===== src/rtl/mac_dispatch.sv =====
`default_nettype none
// ============================================================================
// mac_dispatch : operand FIFO feeding a MAC controller one job at a time,
//                capturing each result into a valid/ready output register.
// Revision     : 1.0
// ============================================================================
module mac_dispatch #(
    parameter int W     = 8,
    parameter int DEPTH = 4,
    parameter int AW    = 2
) (
    input  logic            clk,
    input  logic            rst,
    input  logic            in_valid,
    output logic            in_ready,
    input  logic [W-1:0]    in_a,
    input  logic [W-1:0]    in_b,
    input  logic            eof,
    input  logic [2*W-1:0]  res,
    output logic            stf,
    output logic [W-1:0]    op_a,
    output logic [W-1:0]    op_b,
    output logic            out_valid,
    input  logic            out_ready,
    output logic [2*W-1:0]  out_res,
    output logic            busy,
    output logic [AW:0]     count
);

    localparam logic [1:0]  c_IDLE      = 2'd0;
    localparam logic [1:0]  c_START     = 2'd1;
    localparam logic [1:0]  c_WAIT_BUSY = 2'd2;
    localparam logic [1:0]  c_WAIT_DONE = 2'd3;
    localparam logic [AW:0] c_DEPTH     = (AW+1)'(DEPTH);

    logic [2*W-1:0] r_mem [DEPTH];
    logic [AW-1:0]  r_wptr;
    logic [AW-1:0]  r_rptr;
    logic [AW:0]    r_count;
    logic [1:0]     r_state;
    logic [1:0]     w_state_nxt;
    logic [W-1:0]   r_op_a;
    logic [W-1:0]   r_op_b;
    logic           r_out_valid;
    logic [2*W-1:0] r_out_res;
    logic           w_push;
    logic           w_pop;
    logic           w_done;

    assign in_ready  = (r_count < c_DEPTH);
    assign w_push    = in_valid & in_ready;
    // A pending result may be consumed on the same edge that launches the next job.
    assign w_pop     = (r_state == c_IDLE) && (r_count != '0) && (!r_out_valid || out_ready);
    assign w_done    = (r_state == c_WAIT_DONE) && eof;

    assign stf       = (r_state == c_START);
    assign busy      = (r_state != c_IDLE);
    assign op_a      = r_op_a;
    assign op_b      = r_op_b;
    assign out_valid = r_out_valid;
    assign out_res   = r_out_res;
    assign count     = r_count;

    always_ff @(posedge clk) begin
        if (w_push) begin
            r_mem[r_wptr] <= {in_a, in_b};
        end
    end

    always_ff @(posedge clk or negedge rst) begin
        if (!rst) begin
            r_wptr  <= '0;
            r_rptr  <= '0;
            r_count <= '0;
        end else begin
            if (w_push) begin
                r_wptr <= r_wptr + AW'(1);
            end
            if (w_pop) begin
                r_rptr <= r_rptr + AW'(1);
            end
            case ({w_push, w_pop})
                2'b10:   r_count <= r_count + (AW+1)'(1);
                2'b01:   r_count <= r_count - (AW+1)'(1);
                default: r_count <= r_count;
            endcase
        end
    end

    always_comb begin
        w_state_nxt = r_state;
        case (r_state)
            c_IDLE:      if (w_pop) w_state_nxt = c_START;
            c_START:     w_state_nxt = c_WAIT_BUSY;
            c_WAIT_BUSY: if (!eof) w_state_nxt = c_WAIT_DONE;
            c_WAIT_DONE: if (eof) w_state_nxt = c_IDLE;
            default:     w_state_nxt = c_IDLE;
        endcase
    end

    always_ff @(posedge clk or negedge rst) begin
        if (!rst) begin
            r_state     <= c_IDLE;
            r_op_a      <= '0;
            r_op_b      <= '0;
            r_out_valid <= 1'b0;
            r_out_res   <= '0;
        end else begin
            r_state <= w_state_nxt;
            if (w_pop) begin
                {r_op_a, r_op_b} <= r_mem[r_rptr];
            end
            if (w_done) begin
                r_out_res   <= res;
                r_out_valid <= 1'b1;
            end else if (r_out_valid && out_ready) begin
                r_out_valid <= 1'b0;
            end
        end
    end

endmodule
`default_nettype wire

===== config.mk =====
export PLATFORM = sky130hd
export DESIGN_NAME = mac_dispatch
export DESIGN_NICKNAME = d
export VERILOG_FILES = /design/src/rtl/mac_dispatch.sv
export SDC_FILE = /design/constraint.sdc
export NUM_CORES = 1
export LEC_CHECK = 0
export CORE_MARGIN = 2
export CORE_UTILIZATION = 54
export CTS_BUF_LIST = sky130_fd_sc_hd__clkbuf_4 sky130_fd_sc_hd__clkbuf_8
export DETAILED_ROUTE_END_ITERATION = 6
export PLACE_DENSITY_LB_ADDON = 0.05
export SETUP_SLACK_MARGIN = 0.02
export SYNTH_ARGS = -nofsm -noshare
export SYNTH_HDL_FRONTEND = slang
export SYNTH_SLANG_ARGS = --single-unit

===== constraint.sdc =====
create_clock -name clk -period 2.46 [get_ports clk]
set_input_delay 0.492 -clock clk [delete_from_list [all_inputs] [get_ports clk]]
set_output_delay 0.492 -clock clk [all_outputs]
set_load 0.01 [all_outputs]

* Word-level counts from Yosys, hierarchy flattened
Memories as Yosys holds them, arrays and structs flattened. A register that Yosys moved wholly into a read port is not among the register bits.
Cells that the tools add are included.
** Cells by class
- Add/sub/neg operators :: 4
- Magnitude comparators :: 1
- Eq/ne operators :: 8
- Muxes and demuxes :: 9
- Bitwise operators :: 1
- Reductions and logical operators :: 13
** Operators by type and width (number)
- one-hot mux 2 bit (4 select lines) :: 1
- equality test 2 bit, second input constant :: 3
- 2-to-1 mux 2 bit :: 3
- inequality test 2 bit, second input constant :: 3
- one-hot mux 3 bit (2 select lines) :: 1
- nonzero test 2 bit :: 3
- adder 2 x 1 -> 2 bit, second input constant :: 2
- equality test 2 x 1 -> 1 bit, second input constant :: 2
- logical AND 1 bit :: 4
- 2-to-1 mux 1 bit :: 4
- adder 3 x 1 -> 3 bit, second input constant :: 1
- < comparator 3 bit, second input constant :: 1
- AND reduction 3 bit :: 1
- nonzero test 3 bit :: 1
- subtractor 3 x 1 -> 3 bit, second input constant :: 1
- zero test 1 bit :: 2
- zero test 2 bit :: 1
- bitwise AND 1 bit :: 1
- logical OR 1 bit :: 1
** Word-level totals
- Flip-flop bits (word level) :: 26
- Memory bits (writable) :: 64
- Input port bits :: 37
- Output and inout bits :: 39
- Logic and storage cells :: 43
- Memories kept :: 1
** Memory list
- r_mem :: words 4, bits a word 16, read ports 1, clocked after memory_dff 1, write ports 1, RTL line 36 : logic [2*W-1:0] r_mem [DEPTH];

* Depth between registers and ports, before layout
Gate-level depths: netlist of run 1.
- Word-level depth :: 5
- Mapped depth :: 11
- Gate-level depth less buffers :: 10

* Least setup slack after synthesis of run 1
Ideal clock, no wire load.
- Path type :: reg-to-reg
- Start :: register r_state[0]
- End :: register r_count[2] (netlist: count[2])
- Setup time :: 0.080 ns
- Data arrival time :: 2.054 ns
- Required time :: 2.380 ns
- Setup slack :: 0.326 ns
- Stages on the path, launching flop included :: 12
- Buffers on the path :: 1
- Clock period less this slack :: 2.134 ns
- Cell sequence :: dfrtp_1 -> inv_1 -> ha_1 -> nand3_2 -> buf_6 -> inv_1 -> ha_1 -> inv_1 -> fa_1 -> xor2_1 -> nor2_1 -> xnor2_1
** On the way
- Longest elaborated chain between the ends :: 5
- Elaborated cells on any way between the ends :: 7
- Classes of those cells :: eq/ne: 2; mux: 1; reduce/logical: 4
** RTL lines
- from (decl) :: RTL line 40 : logic [1:0] r_state;
- from (signal assigned) :: RTL line 103 : r_state <= c_IDLE;
- from (signal assigned) :: RTL line 109 : r_state <= w_state_nxt;
- zero test 2 bit (*) :: RTL line 53 : assign w_pop = (r_state == c_IDLE) && (r_count != '0) && (!r_out_valid || out_ready);
- logical AND 1 bit (*) (2 in series) :: RTL line 53
- named net w_pop :: RTL line 47 : logic w_pop;
- equality test 2 x 1 -> 1 bit / equality test 2 bit (equally long branches) :: RTL line 82 : case ({w_push, w_pop})
- one-hot mux 3 bit (2 select lines) / nonzero test 2 bit (equally long branches)
- to (signal assigned) :: RTL line 83 : 2'b10: r_count <= r_count + (AW+1)'(1);
- to (signal assigned) :: RTL line 84 : 2'b01: r_count <= r_count - (AW+1)'(1);
- to (signal assigned) :: RTL line 85 : default: r_count <= r_count;
- to (decl) :: RTL line 39 : logic [AW:0] r_count;
Mark *: on every way through the listed nets, which the timed path passes. The rest lies on a longest branch.
A chain may end at the register's enable or synchronous reset.

* Worst setup path in the final report of run 1
- Start :: register r_state[0]
- End :: output busy
** On the way
- Longest elaborated chain between the ends :: 1
** RTL lines
- nonzero test 2 bit :: RTL line 57 : assign busy = (r_state != c_IDLE);
- to (decl) :: RTL line 26 : output logic busy,
Every way passes these cells.

==> key figures, run 1 <==
Run status
  – Run status: completed

Synthesis
  – Count of warnings emitted by yosys: 0
  – Area share of the leading cell type in the synthesized netlist: 0.462
  – Synthesized area: 4160 sq um
  – Area contributors post-synth: edfxtp_1 (46%), dfrtp_1 (25%), mux2_2 (8.9%), mux4_1 (5.1%), mux4_2 (4.3%)
  – Number of standard cells after synthesis: 211
  – Count of different cell masters after synthesis: 25
  – Register bit count reported by yosys: 106
  – Post-synth top cells: edfxtp_1 (64), dfrtp_1 (42), mux2_2 (33), inv_1 (11), ha_1 (10)
  – Number of enable-type register cells in the synthesized netlist: 64
  – Cell with the most instances after synthesis: edfxtp_1
  – Share of flip-flops with an asynchronous set or reset: 0.396
  – Syn nets: 259
  – Mean instance size in the synthesized netlist: 19.7 sq um
  – Most common flop cell mapped by yosys: edfxtp_1
  – Post-synthesis sequential area ratio: 0.715
  – Largest area contributor in the netlist: edfxtp_1

STA
  – Transition time at the pin with the least slew margin: 526 ps
  – Pins over their slew limit: 0
  – Post-layout min period: 2220 ps
  – Final Hold Violating Endpoints: 0
  – Fin crit share: 0.904
  – Total negative slack for setup checks: 0 ps
  – Worst max-slew margin expressed relative to the limit: 0.649
  – Setup violations, final: 0
  – Setup repair after global routing missed its margin: false
  – Clock tree skew after final layout: 8.55 ps
  – Achievable clock frequency: 0.450 GHz
  – Hold slack: 511 ps

Route
  – DRC viols: 0
  – Aggregate routed wire length: 6920 um
  – Number of vias after detailed routing: 2126
  – Avg Vias per Cell: 5.17
  – Drt initial violations: 87
  – Antenna Nets Post-Route: 0
  – Post-detailed-route wirelength per cell: 16.8 um
  – Detailed Routing Iterations Pass 1: 4

Floorplan
  – Number of top-level pins: 76
  – Total Die Area: 8420 sq um
  – Die outline height: 91.7 um
  – Core area: 7370 sq um
  – Row count: 31
  – Horizontal extent of the die: 91.7 um
  – Initial Util: 0.564

Clocking
  – CTS buffer count: 9
  – TritonCTS sink count: 106
  – Post-cts gate resize count: 0
  – Worst-case clock buffer depth: 2
  – Number of H-tree branching levels: 3
  – TritonCTS clock tree: done
  – Register clock-pin slew on the reported worst setup and hold paths: 100 ps
  – Root Buffer: clkbuf_8
  – Skew-Pair Late Insertion Delay: 350 ps
  – Post-CTS setup repair buffer count: 0

Power
  – Maximum vdd drop: 588 uV
  – Total power per unit cell area: 1160 nW/um^2
  – Leakage: 2.04 nW

Place
  – IO Port Bufs: 75
  – Final HPWL from detailed placement: 4790 um
  – Post-DP Area: 5100 sq um
  – Final weighted congestion of routability-driven global placement: 0.701

Setup path
  – Data required, critical path: 1970 ps
  – Worst Path Max Fanout: 4
  – Type of destination of the critical path: output pin
  – CP Launch Type: flop
  – Worst EP arrival: 1730 ps
  – Crit Path Class: flop to output pin

Global routing
  – Global-route wire length before repair: 11100 um
  – Total grt overflow: 0
  – Initial antenna violation count: 0
  – Largest net degree at the start of global routing: 19
  – Overall global routing resource usage: 0.176
  – Number of global-route vias before repair: 2206

Cells and area
  – Layout-stage area growth over the synthesis result: 27.6%
  – Post-route standard cell area excluding fillers: 5310 sq um
  – Utilization after layout: 0.720
  – Layout net count: 355
  – Final antenna diode count: 0
  – Layout cells sized above 1: 0.244

Worst hold path
  – Hold/Removal Path Class: flop to flop

Job
  – Reported max-cap violation count: 0
-- final cells by class --
cell class	count	area (sq um)
Tap cell	99	124
Sequential cell	106	2970
Clock buffer	11	139
Multi-Input combinational cell	87	1090
Timing Repair Buffer	92	876
Inverter	11	41.3
Fill cell	512	2060
Clock inverter	5	60.1
-- logic make-up (layout without fill, tap and decap cells) --
logic type / Yosys count / count (layout) / share of synthesized area
DFF: 106 / 106 / 0.715
xor gates and xnor gates: 6 / 6 / 0.0126
muxes: 51 / 51 / 0.188
AOI/OAI and AO/OA: 3 / 3 / 0.00421
adders and majority gates: 11 / 11 / 0.0349
and+or+nand+nor: 16 / 16 / 0.0229
buffers and inverters: 18 / 119 / 0.0223
-- worst paths after layout --
path                            start       end  slack, ps  depth (start not counted)
max                        r_state[0]      busy        240                          4
min                           op_b[1]   op_b[1]        510                          1
max reg2reg                r_state[0]  count[2]        430                         10
min reg2reg                   op_b[1]   op_b[1]        510                          1
max in group asynchronous         rst   op_a[5]       1380                          3
min in group asynchronous         rst   op_a[0]        530                          2
-- cells in the final DEF, fill, tap and decap left out, types with 2 or more instances in the layout --
cell,netlist,layout
and2_1,4,4
buf_4,0,16
clkbuf_4,0,2
clkbuf_8,0,9
clkdlybuf4s50_1,0,74
dfrtp_1,42,42
edfxtp_1,64,64
ha_1,10,10
inv_1,11,11
inv_4,0,2
mux2_2,33,33
mux2i_1,2,2
mux4_1,8,8
mux4_2,8,8
nand2_1,4,4
nor2_1,2,2
o21ai_0,2,2
xnor2_1,5,5
-- metal layers --
layer  share of wire  global-route usage
met1            0.44               0.228
met3           0.045              0.0386
met5               0                   0
met2            0.50               0.292
met4           0.014              0.0709
-- registers in the layout, summed over array words and instances (netlist names) --
signal and cells:
r_mem 64, out_res 16, op_a 8, op_b 8, count 3, r_rptr 2, r_state 2, r_wptr 2
out_valid 1
-- power breakdown --
part           switching, mW  leakage, nW  internal, mW
Clock                  0.565        0.106         0.501
Combinational          0.965        0.852          1.44
Sequential             0.261         1.08          2.41
Total                   1.79         2.04          4.35
-- per-stage QoR --
step	cells	power [mW]	setup slack, ps
after global routing	411	6.49	163
after CTS	411	6.23	238
after detailed placement	394	5.16	65.7
after floorplan	211	4.09	326
final	411	6.14	237
after global placement	394	5.10	142
-- worst max-delay path, cell delays in order, from the launching register on --
cell and delay, ps:
dfrtp_1 380, inv_1 90, ha_1 260, inv_1 100, clkdlybuf4s50_1 540
-- repair_timing --
item / in CTS / in global routing
endpoints found under the hold margin: 9 / 0
hold buffers: 1 / 0
setup endpoints to repair: 0 / 0
(Power assumes the default switching activity.)
==> run 2, diff against run 1 <==
Settings changed: CORE_UTILIZATION 54 to 40, PLACE_DENSITY_LB_ADDON 0.05 to not set.
==> run 2 against run 1 <==
Utilization decreased by 20 points. Sequential cell count unchanged. Combinational power is essentially flat. Sequential share of layout area is 0.22 points lower. Global-route usage shrank 3.6 points. Sequential power about the same. Power grew 1.1%. Register-to-register slack improved by 30 ps. Routed wire length is 4.7% higher. Highest routed layer unchanged.
==> key figures, run 2 (synthesis results as in run 1) <==
Run status
  – Run status: completed

Route
  – Sum of routed wire segments on met1: 3220 um (+6.2%)
  – Avg Vias per Cell: 4.89 (-5.5%)
  – Drt initial violations: 99 (+14%)
  – DRC viols: 0 (unchanged)
  – Number of vias after detailed routing: 2161 (+1.6%)
  – Antenna Nets Post-Route: 0 (unchanged)
  – Post-detailed-route wirelength per cell: 16.4 um (-2.7%)
  – Aggregate routed wire length: 7240 um (+4.7%)
  – Met2 layer wire length in the routed design: 3420 um (-1.8%)
  – Detailed Routing Iterations Pass 1: 4 (unchanged)
  – Met3 WL post-DR: 487 um (+55%)
  – Top routing layer in use: met4

Place
  – Final weighted congestion of routability-driven global placement: 0.722 (+3.0%)
  – Post-DP Area: 5100 sq um (+0.17%)
  – IO Port Bufs: 75 (unchanged)
  – Final HPWL from detailed placement: 4620 um (-3.4%)

Global routing
  – Total grt overflow: 0 (unchanged)
  – Global-route wire length before repair: 11800 um (+6.0%)
  – Largest net degree at the start of global routing: 43 (+24)
  – Number of global-route vias before repair: 2286 (+3.6%)
  – Overall global routing resource usage: 0.139 (-0.0364)
  – Initial antenna violation count: 0 (unchanged)

Floorplan
  – Number of top-level pins: 76 (unchanged)
  – Core area: 10200 sq um (+38%)
  – Initial Util: 0.408 (-0.156)
  – Row count: 37 (+19%)
  – Die outline height: 106 um (+15%)
  – Total Die Area: 11200 sq um (+33%)
  – Horizontal extent of the die: 106 um (+15%)

Setup path
  – Type of destination of the critical path: output pin
  – Reg-to-reg startpoint: r_state[0]
  – Crit Path Class: flop to output pin
  – Worst reg2reg setup slack: 460 ps (+30 ps)
  – CP Launch Type: flop
  – Worst EP arrival: 1740 ps (about the same)
  – R2r endpoint: count[2]
  – R2r worst-path depth: 10 (unchanged)
  – Data required, critical path: 1970 ps (about the same)
  – Worst Path Max Fanout: 4 (unchanged)

STA
  – Total negative slack for setup checks: 0 ps (unchanged)
  – Setup repair after global routing missed its margin: false
  – Transition time at the pin with the least slew margin: 567 ps (+40.7 ps)
  – Post-layout min period: 2240 ps (+12.5 ps)
  – Pins over their slew limit: 0 (unchanged)
  – Worst max-slew margin expressed relative to the limit: 0.622 (-0.0271)
  – Final Hold Violating Endpoints: 0 (unchanged)
  – Achievable clock frequency: 0.447 GHz (-0.56%)
  – Clock tree skew after final layout: 10.6 ps (+2.05 ps)
  – Setup violations, final: 0 (unchanged)
  – Fin crit share: 0.909 (+0.00509)

Cells and area
  – Layout net count: 349 (-1.7%)
  – Flip-flop and latch area: 2970 sq um (unchanged)
  – Biggest register: r_mem
  – Final antenna diode count: 0 (unchanged)
  – Layout-stage area growth over the synthesis result: 28.1%
  – Fill cell total of the finished layout: 874 (+71%)
  – Most common cell after layout, fill and taps aside: clkdlybuf4s50_1
  – Highest-count cells in the layout ignoring fill and taps: clkdlybuf4s50_1 (74), edfxtp_1 (64), dfrtp_1 (42)
  – Layout cells sized above 1: 0.229 (-0.0148)
  – Number of flip-flops under the largest register name: 64 (unchanged)
  – Post-route standard cell area excluding fillers: 5330 sq um (+0.40%)
  – Multi-input combinational cell area: 1090 sq um (unchanged)

Clocking
  – Root Buffer: clkbuf_8
  – Post-cts gate resize count: 0 (unchanged)
  – Skew-Pair Late Insertion Delay: 350 ps (about the same)
  – Number of buffers inserted by hold repair at cts: 0 (-1)
  – CTS buffer count: 9 (unchanged)
  – TritonCTS clock tree: done
  – Post-CTS setup repair buffer count: 0 (unchanged)
  – Register clock-pin slew on the reported worst setup and hold paths: 100 ps (about the same)
  – TritonCTS sink count: 106 (unchanged)
  – Worst-case clock buffer depth: 2 (unchanged)
  – Number of H-tree branching levels: 3 (unchanged)

Job
  – Reported max-cap violation count: 0 (unchanged)

Power
  – Total power per unit cell area: 1170 nW/um^2 (+0.70%)
  – Maximum vdd drop: 405 uV (-31%)
  – Leakage: 2.01 nW (-1.5%)

Worst hold path
  – Hold/Removal Path Class: input pin to asynchronous set/reset pin
[run 2: changes by cell type in the layout (fill, tap and decap cells not counted), sizes merged]
cell         previous run  this run
clkinvlp                0         2
clkbuf                 11        10
inv                    14        12
dlygate4sd3             1         0
bufinv                  1         2
buf                    17        12
[run 2: worst max path at each step]
stage                     from  slack (ps)       end  cells past startpoint
global route        r_state[0]         120      busy                      4
detailed placement   out_ready         100  count[2]                     10
finish              r_state[0]         220      busy                      4
global placement     out_ready         140  count[2]                     10
floorplan           r_state[0]         330  count[2]                     11
CTS                 r_state[0]         190      busy                      4
[run 2: per-stage QoR]
step                      utilization  power, mW  hold slack, ps  std cells  setup WS, ps
after global placement          0.501       5.12             486        426           136
final                           0.523       6.21             216        442           224
after CTS                       0.523       6.31             223        442           192
after global routing            0.523       6.63             247        442           125
after floorplan                     -       4.09             196        211           326
after detailed placement        0.501       5.15             491        426           102
[run 2: critical path, cell delays in order, from the launching register on]
cell and delay, ps:
dfrtp_1 390, inv_1 100, ha_1 260, inv_1 90
clkdlybuf4s50_1 550
[run 2: layout make-up]
type,count,share of cell area
Sequential cell,106,0.558
Multi-Input combinational cell,87,0.205
Timing Repair Buffer,86,0.156
Tap cell,136,0.0319
Clock buffer,10,0.0247
Clock inverter,6,0.0169
Inverter,11,0.00775
[run 2: report_power, final]
part | internal, mW | leakage, nW | switching (mW)
Clock | 0.588 | 0.105 | 0.562
Combinational | 1.41 | 0.823 | 1.00
Sequential | 2.42 | 1.08 | 0.231
[run 2: layer usage]
layer,track usage,up-vias
met2,0.221,85
li1,-,974
met1,0.186,1089
met4,0.0564,0
met5,0,-
met3,0.0343,13
==> run 3, diff against run 2 <==
--- a/config.mk
+++ b/config.mk
@@ -11,2 +11,3 @@
 export DETAILED_ROUTE_END_ITERATION = 6
+export PLACE_DENSITY = 0.6
 export SETUP_SLACK_MARGIN = 0.02
--- a/constraint.sdc
+++ b/constraint.sdc
@@ -3,2 +3,2 @@
 set_output_delay 0.492 -clock clk [all_outputs]
-set_load 0.01 [all_outputs]
+set_load 0.1 [all_outputs]
==> run 3 against run 2 <==
Sequential share of layout area is 0.87 points higher. Register-to-register slack is essentially flat. Final area shrank 1.4%. Sequential cell count is the same.
==> key figures, run 3 (synthesis results as in run 1) <==
Setup path
  – Worst reg2reg setup slack: 450 ps (about the same)
  – Slowest-stage cell, CP: dfrtp_1
  – CP cell instances: inv_1, ha_1, nand3_2, inv_1, ha_1, inv_1, fa_1, xor2_1, nor2_1, xnor2_1
  – Most used cell, CP: inv_1
  – Type of destination of the critical path: flop
  – CP Launch Type: flop
  – Crit-path max cell delay: 420 ps (-130 ps)
  – Worst Path Max Fanout: 4 (unchanged)
  – Data required, critical path: 2740 ps (+770 ps)
  – Worst EP arrival: 2290 ps (+550 ps)
  – Crit Path Class: flop to flop

Global routing
  – Number of global-route vias before repair: 2108 (-7.8%)
  – Initial antenna violation count: 0 (unchanged)
  – Global-route wire length before repair: 11000 um (-6.0%)
  – Largest net degree at the start of global routing: 34 (-21%)
  – Total grt overflow: 0 (unchanged)
  – Overall global routing resource usage: 0.134 (-0.00486)

Route
  – Detailed Routing Iterations Pass 1: 4 (unchanged)
  – Antenna Nets Post-Route: 0 (unchanged)
  – Post-detailed-route wirelength per cell: 16.0 um (-2.2%)
  – Number of vias after detailed routing: 2116 (-2.1%)
  – DRC viols: 0 (unchanged)
  – Aggregate routed wire length: 7140 um (-1.3%)
  – Avg Vias per Cell: 4.74 (-3.0%)
  – Drt initial violations: 51 (-48%)

Place
  – Final weighted congestion of routability-driven global placement: 0.698 (-3.4%)
  – Final HPWL from detailed placement: 4720 um (+2.1%)
  – IO Port Bufs: 75 (unchanged)
  – Placed Instances: 429 (+0.70%)

Floorplan
  – Horizontal extent of the die: 106 um (unchanged)
  – Row count: 37 (unchanged)
  – Initial Util: 0.408 (unchanged)
  – Number of top-level pins: 76 (unchanged)
  – Total Die Area: 11200 sq um (unchanged)
  – Core area: 10200 sq um (unchanged)
  – Die outline height: 106 um (unchanged)

STA
  – Total negative slack for setup checks: 0 ps (unchanged)
  – Worst max-slew margin expressed relative to the limit: 0.697 (+0.0753)
  – Post-layout min period: 2010 ps (-228 ps)
  – Setup violations, final: 0 (unchanged)
  – Setup repair after global routing missed its margin: false
  – Achievable clock frequency: 0.498 GHz (+11%)
  – Transition time at the pin with the least slew margin: 454 ps (-113 ps)
  – Pins over their slew limit: 0 (unchanged)
  – Final Hold Violating Endpoints: 0 (unchanged)
  – Clock tree skew after final layout: 14.2 ps (+3.64 ps)
  – Fin crit share: 0.816 (-0.0925)

Cells and area
  – Biggest register: r_mem
  – Number of flip-flops under the largest register name: 64 (unchanged)
  – Layout cells sized above 1: 0.377 (+0.149)
  – Layout net count: 353 (+1.1%)
  – Final antenna diode count: 0 (unchanged)
  – Highest-count cells in the layout ignoring fill and taps: edfxtp_1 (64), buf_4 (53), dfrtp_1 (38)
  – Number of standard cells in the layout, taps in and fillers out: 446 (+0.90%)
  – Most common cell after layout, fill and taps aside: edfxtp_1
  – Layout-stage area growth over the synthesis result: 26.4%

Clocking
  – Post-cts gate resize count: 0 (unchanged)
  – TritonCTS clock tree: done
  – Register clock-pin slew on the reported worst setup and hold paths: 100 ps (about the same)
  – Skew-Pair Late Insertion Delay: 360 ps (about the same)
  – CTS buffer count: 9 (unchanged)
  – TritonCTS sink count: 106 (unchanged)
  – Worst-case clock buffer depth: 2 (unchanged)
  – Root Buffer: clkbuf_8
  – Number of H-tree branching levels: 3 (unchanged)

Run status
  – Run status: completed

Job
  – Reported max-cap violation count: 0 (unchanged)

Worst hold path
  – Hold/Removal Path Class: input pin to asynchronous set/reset pin
==> run 3: layout make-up <==
type	count	area, sq um
Inverter	11	41.3
Timing Repair Buffer	90	763
Fill cell	844	4930
Sequential cell	106	2980
Clock buffer	10	138
Multi-Input combinational cell	87	1090
Tap cell	136	170
Clock inverter	6	71.3
==> run 3: what timing repair did <==
item,4_1_cts,5_1_grt
setup buffers,0,0
hold endpoints to repair,9,0
hold buffers,1,0
==> run 3: routing by layer <==
layer / share of wire / vias up / GRT usage / wire [um]
li1: - / 983 / - / -
met1: 0.46 / 1054 / 0.176 / 3250
met5: 0 / - / 0 / 0
met3: 0.057 / 10 / 0.0349 / 408
met4: 0.015 / 0 / 0.0592 / 104
met2: 0.47 / 69 / 0.212 / 3380
==> run 3: worst max-delay path, delay by kind of cell, from the launching register on <==
family                   cells  cell delay, ps
adder cells (fa/ha/maj)      3             790
buffers and inverters        3             260
flip-flops                   1             420
XOR/XNOR                     2             270
AND/OR/NAND/NOR              2             200
==> run 3: through the flow <==
step	worst slack, ps	util	hold slack (ps)	area, sq um
6_report	452	0.516	511	5250
5_1_grt	316	0.516	503	5250
4_1_cts	426	0.516	505	5250
3_5_place_dp	97.5	0.494	374	5030
3_3_place_gp	138	0.494	374	5030
2_1_floorplan	89.2	-	196	4160
==> run 3: worst paths after layout <==
| check | start | end | cells past startpoint |
|---|---|---|---|
| max | r_state[0] | count[2] | 10 |
| max reg2reg | r_state[0] | count[2] | 10 |
| min reg2reg | count[0] | count[0] | 1 |
| max in group asynchronous | rst | out_valid | 3 |
| min in group clk | count[0] | count[0] | 1 |
| min | rst | out_res[0] | 2 |
Power of run 3 is not shown: default switching activity piles up to over one toggle a cycle in this logic, so the estimate is an artifact.
==> variant 1 (flow settings as in run 2) <==
Change the parameter `AW` from 2 to 4.
--- a/src/rtl/mac_dispatch.sv
+++ b/src/rtl/mac_dispatch.sv
@@ -7,7 +7,7 @@
 module mac_dispatch #(
     parameter int W     = 8,
     parameter int DEPTH = 4,
-    parameter int AW    = 2
+    parameter int AW    = 4
 ) (
     input  logic            clk,
     input  logic            rst,
Ports: changed (resized count); port bits go from 76 to 78. The function was not compared with the original's and may differ.
==> variant 1 against run 2 <==
- die area up 5.6%
- first-iteration DRC count shrank 21%
- critical endpoint is now count[3]$_DFFE_PN0P_
- cell count up 10%
- area after synthesis rose by 5.8%
- total power increased by 12%
- routed wire length grew 13%
- setup slack got worse by 140 ps
- final area up 8.1%
- sequential cell count grew 2
- critical path type is now register to register
- hold slack got worse by 130 ps
- non-clock buffer count up 19
==> variant 1: results (changes against run 2) <==
Place
  • Placed Instance Area: 5540 um2 (+8.5%)
  • I/O Buffers: 77 (+2.7%)
  • Place WS: -84.75 ps (-187.2 ps)
  • Post-DP HPWL: 5391 um (+17%)
  • Routability cong.: 0.7644 (+5.9%)

STA
  • Slew @ Worst Pin: 528.3 ps (-38.73 ps)
  • Skew final: 11.05 ps (+0.4536 ps)

Outcome
  • Status: complete, no violations

Routing
  • DR WL met2: 3992 um (+17%)
  • Initial DRC Count: 78 (-21%)
  • DR WL met3: 445 um (-8.6%)
  • Met1 wire length: 3623 um (+13%)

Layout
  • Plain + repair buffers: 105 (+22%)
  • Final std cells w/o fill: 487 (+10%)
  • Multi-input gate share of total cell area: 23.15% (+2.6 points)
  • NumNets Final: 393 (+13%)
  • Layout cells sized above 1: 31.41% (+8.5 points)
  • FILL cells: 926 (+5.9%)
  • Multi-input gate area: 1333 um2 (+22%)
  • Core Util, Final: 53.33% (+1.0 points)
  • Inverters: 9 (-2)
  • Clock network share of area: 3.261% (-0.90 points)
  • Seq_cells: 108 (+1.9%)

Logic synthesis
  • Mux cell area share after synthesis: 18.54% (-0.26 points)
  • Syn nets: 284 (+9.7%)
  • XOR/XNOR Fraction of Synth Area: 0.9954% (-0.27 points)
  • Synth Area in Compound Gates: 2.162% (+1.7 points)
  • Post-synthesis async set-or-reset flop share: 40.74% (+1.1 points)
  • Netlist cell types: 34 (+36%)
  • Synth area leaders: edfxtp_1, dfrtp_1, mux4_2, mux2_2, ha_1
  • Sequential area share after synthesis: 68.71% (-2.8 points)
  • Most common library cells after synthesis: edfxtp_1, dfrtp_1, mux2_2

Global routing
  • Met1 Track Usage GR: 19.62% (+1.1 points)
  • Number of global-route vias before repair: 2524 (+10%)
  • Largest net degree at the start of global routing: 26 (-40%)
  • GR Layer Usage met3: 3.527% (+0.093 points)
  • GRT Overall Usage: 15.09% (+1.2 points)

Pwr
  • Leakage: 2.196 nW (+9.4%)
  • Maximum vdd ir drop: 0.0005257 V (+30%)
  • Internal: 4.774 mW (+8.2%)

Critical path
  • Crit-path max cell delay: 510 ps (-40 ps)
  • Critical path's slowest cell: or4_1
  • Arr. time, crit path: 2680 ps (+940 ps)
  • Peak fanout along the critical path: 5 (+1)

Clock tree
  • Post_cts resized: 1 (+1)
  • Clk_lat worst skew: 370 ps (+20 ps)
[variant 1: worst paths after layout]
path                       slack (ps)  cells past startpoint                   start                     end
max in group asynchronous        1860                      2                     rst     op_a[5]$_DFFE_PN0P_
hold / removal                     90                      1                     rst    count[0]$_DFFE_PN0P_
setup reg to reg                   90                      8    count[4]$_DFFE_PN0P_    count[3]$_DFFE_PN0P_
setup / recovery                   90                      8    count[4]$_DFFE_PN0P_    count[3]$_DFFE_PN0P_
hold reg to reg                   510                      1  out_res[2]$_DFFE_PN0P_  out_res[2]$_DFFE_PN0P_
min in group clk                  510                      1  out_res[2]$_DFFE_PN0P_  out_res[2]$_DFFE_PN0P_
[variant 1: power by group through the flow]
stage | clock network, mW | logic, mW | registers, mW
final | 1.03 | 3.26 | 2.69
after global routing | 1.16 | 3.56 | 2.75
after CTS | 1.08 | 3.27 | 2.70
after detailed placement | 0 | 3.27 | 2.74
after global placement | 0 | 3.21 | 2.73
after floorplan | 0 | 1.77 | 2.86
==> variant 2 (flow settings as in run 2) <==
Made on the original files. Make the reset (`rst`) synchronous in 2 clocked blocks.
--- a/src/rtl/mac_dispatch.sv
+++ b/src/rtl/mac_dispatch.sv
@@ -67,7 +67,7 @@
         end
     end
 
-    always_ff @(posedge clk or negedge rst) begin
+    always_ff @(posedge clk) begin
         if (!rst) begin
             r_wptr  <= '0;
             r_rptr  <= '0;
@@ -98,7 +98,7 @@
         endcase
     end
 
-    always_ff @(posedge clk or negedge rst) begin
+    always_ff @(posedge clk) begin
         if (!rst) begin
             r_state     <= c_IDLE;
             r_op_a      <= '0;
Formal check against the unedited RTL: differs if rst is asserted again (counterexample within 4 cycles, from zero or initial values and one cycle with rst low); with rst held inactive, the same outputs for 10 cycles.
==> variant 2 against run 2 <==
- total power down 17%
- via count rose by 15%
- area after synthesis is 0.39% lower
- final area barely moved
- setup slack better by 89 ps
- sequential cell count is the same
- routed wire length is 9.6% higher
- clock skew rose by 4.1 ps
- largest power group unchanged
==> variant 2: results (changes against run 2) <==
Outcome
  • Status: complete, no violations

Place
  • Placed Instance Area: 5107 um2 (about the same)
  • Routability cong.: 0.6936 (-3.9%)
  • Place WS: -52.62 ps (-155.1 ps)
  • Post-DP HPWL: 5088 um (+10%)
  • Placed cells: 494 (+16%)
  • I/O Buffers: 75 (unchanged)

Critical path
  • Critical path's slowest cell: fa_1
  • CP Class: register to register
  • Reg2reg setup slack: 310 ps (-150 ps)
  • FF-to-FF End: count[2]$_SDFFE_PN0P_
  • Arr. time, crit path: 2450 ps (+710 ps)
  • Reg-to-Reg Start: r_state[1]$_SDFFE_PN0P_
  • Reg2Reg Depth: 10 (unchanged)
  • CP delay by family, top: adder cells
  • Crit-path max cell delay: 370 ps (-180 ps)
  • Peak fanout along the critical path: 4 (unchanged)

Pwr
  • P_clk: 1.09 mW (-5%)
  • Leakage: 1.829 nW (-8.9%)
  • Switch Pwr: 1.670 mW (-7.1%)
  • Pwr Density: 971.4 nW/um2 (-17%)
  • Maximum vdd ir drop: 0.0004340 V (+7.2%)
  • Share of power burned in registers: 46.7% (+4.1 points)

Worst hold path
  • Hold path depth: 2
  • Hold/Removal Path Class: register to register

Routing
  • DR WL met2: 3843 um (+12%)
  • Initial DRC Count: 97 (-2.0%)
  • DR WL met3: 347 um (-29%)
  • Met1 wire length: 3644 um (+13%)
  • Vias: 2494 (+15%)
  • Wire per inst: 15.56 um (-5.0%)

Logic synthesis
  • Syn Inst Count: 281 (+33%)
  • Synth Area in Adders: 3.505% (+0.014 points)
  • Synth Area in Compound Gates: 6.405% (+6.0 points)
  • Syn nets: 329 (+27%)
  • Synth area leaders: edfxtp_1, dfxtp_1, mux4_1, nand2_1, o2bb2ai_1
  • Sequential area share after synthesis: 66.71% (-4.8 points)
  • Yosys warning total: 0 (unchanged)
  • XOR/XNOR Fraction of Synth Area: 0.6344% (-0.63 points)
  • Netlist cell types: 32 (+28%)
  • Most common library cells after synthesis: edfxtp_1, nand2_1, dfxtp_1
  • Mux cell area share after synthesis: 11.39% (-7.4 points)
  • Post-synthesis async set-or-reset flop share: 0% (-40 points)

STA
  • Worst hold slack: 459.7 ps (+243.4 ps)
  • Slew @ Worst Pin: 1029 ps (+461.6 ps)
  • Max Fclk: 465.8 MHz (+4.2%)
  • Skew final: 14.72 ps (+4.118 ps)

Layout
  • NumNets Final: 417 (+19%)
  • Final std cells w/o fill: 510 (+15%)
  • Layout cells sized above 1: 10.43% (-12 points)
  • Max FFs per register: 64 (unchanged)

Global routing
  • Global-route wire length before repair: 12960 um (+10%)
  • Number of global-route vias before repair: 2463 (+7.7%)
  • GRT Overall Usage: 15.09% (+1.2 points)
  • Largest net degree at the start of global routing: 24 (-44%)

Clock tree
  • Worst-path clk slew: 110 ps
  • Clk_lat worst skew: 380 ps (+30 ps)
==> variant 2: layout make-up <==
cell class | instances | area [um2]
clock inverter | 7 | 88.84
inverter | 12 | 45.04
sequential | 106 | 2765
timing repair buffer | 91 | 873.3
fill | 882 | 4860
multi-input combinational | 149 | 1259
clock buffer | 9 | 123.9
tap | 136 | 170.2
==> variant 2: layer usage <==
layer,up-vias,track usage [%]
met4,0,5.075
met1,1208,19.58
met2,68,25.35
met5,-,0
met3,9,3.092
li1,1209,-
==> variant 2: repair_timing <==
| item | CTS | global route |
|---|---|---|
| hold buffers | 0 | 0 |
| gates resized for setup | 1 | 2 |
| gates cloned | 0 | 0 |
| hold endpoints to repair | 0 | 0 |
| setup buffers | 0 | 0 |
| setup endpoints to repair | 1 | 1 |
==> variant 2: cells by family after synthesis <==
group | count (synthesis)
AOI/OAI and AO/OA | 40
xor gates and xnor gates | 3
adders and majority gates | 11
buffers and inverters | 26
DFF | 106
muxes | 21
and+or+nand+nor | 74
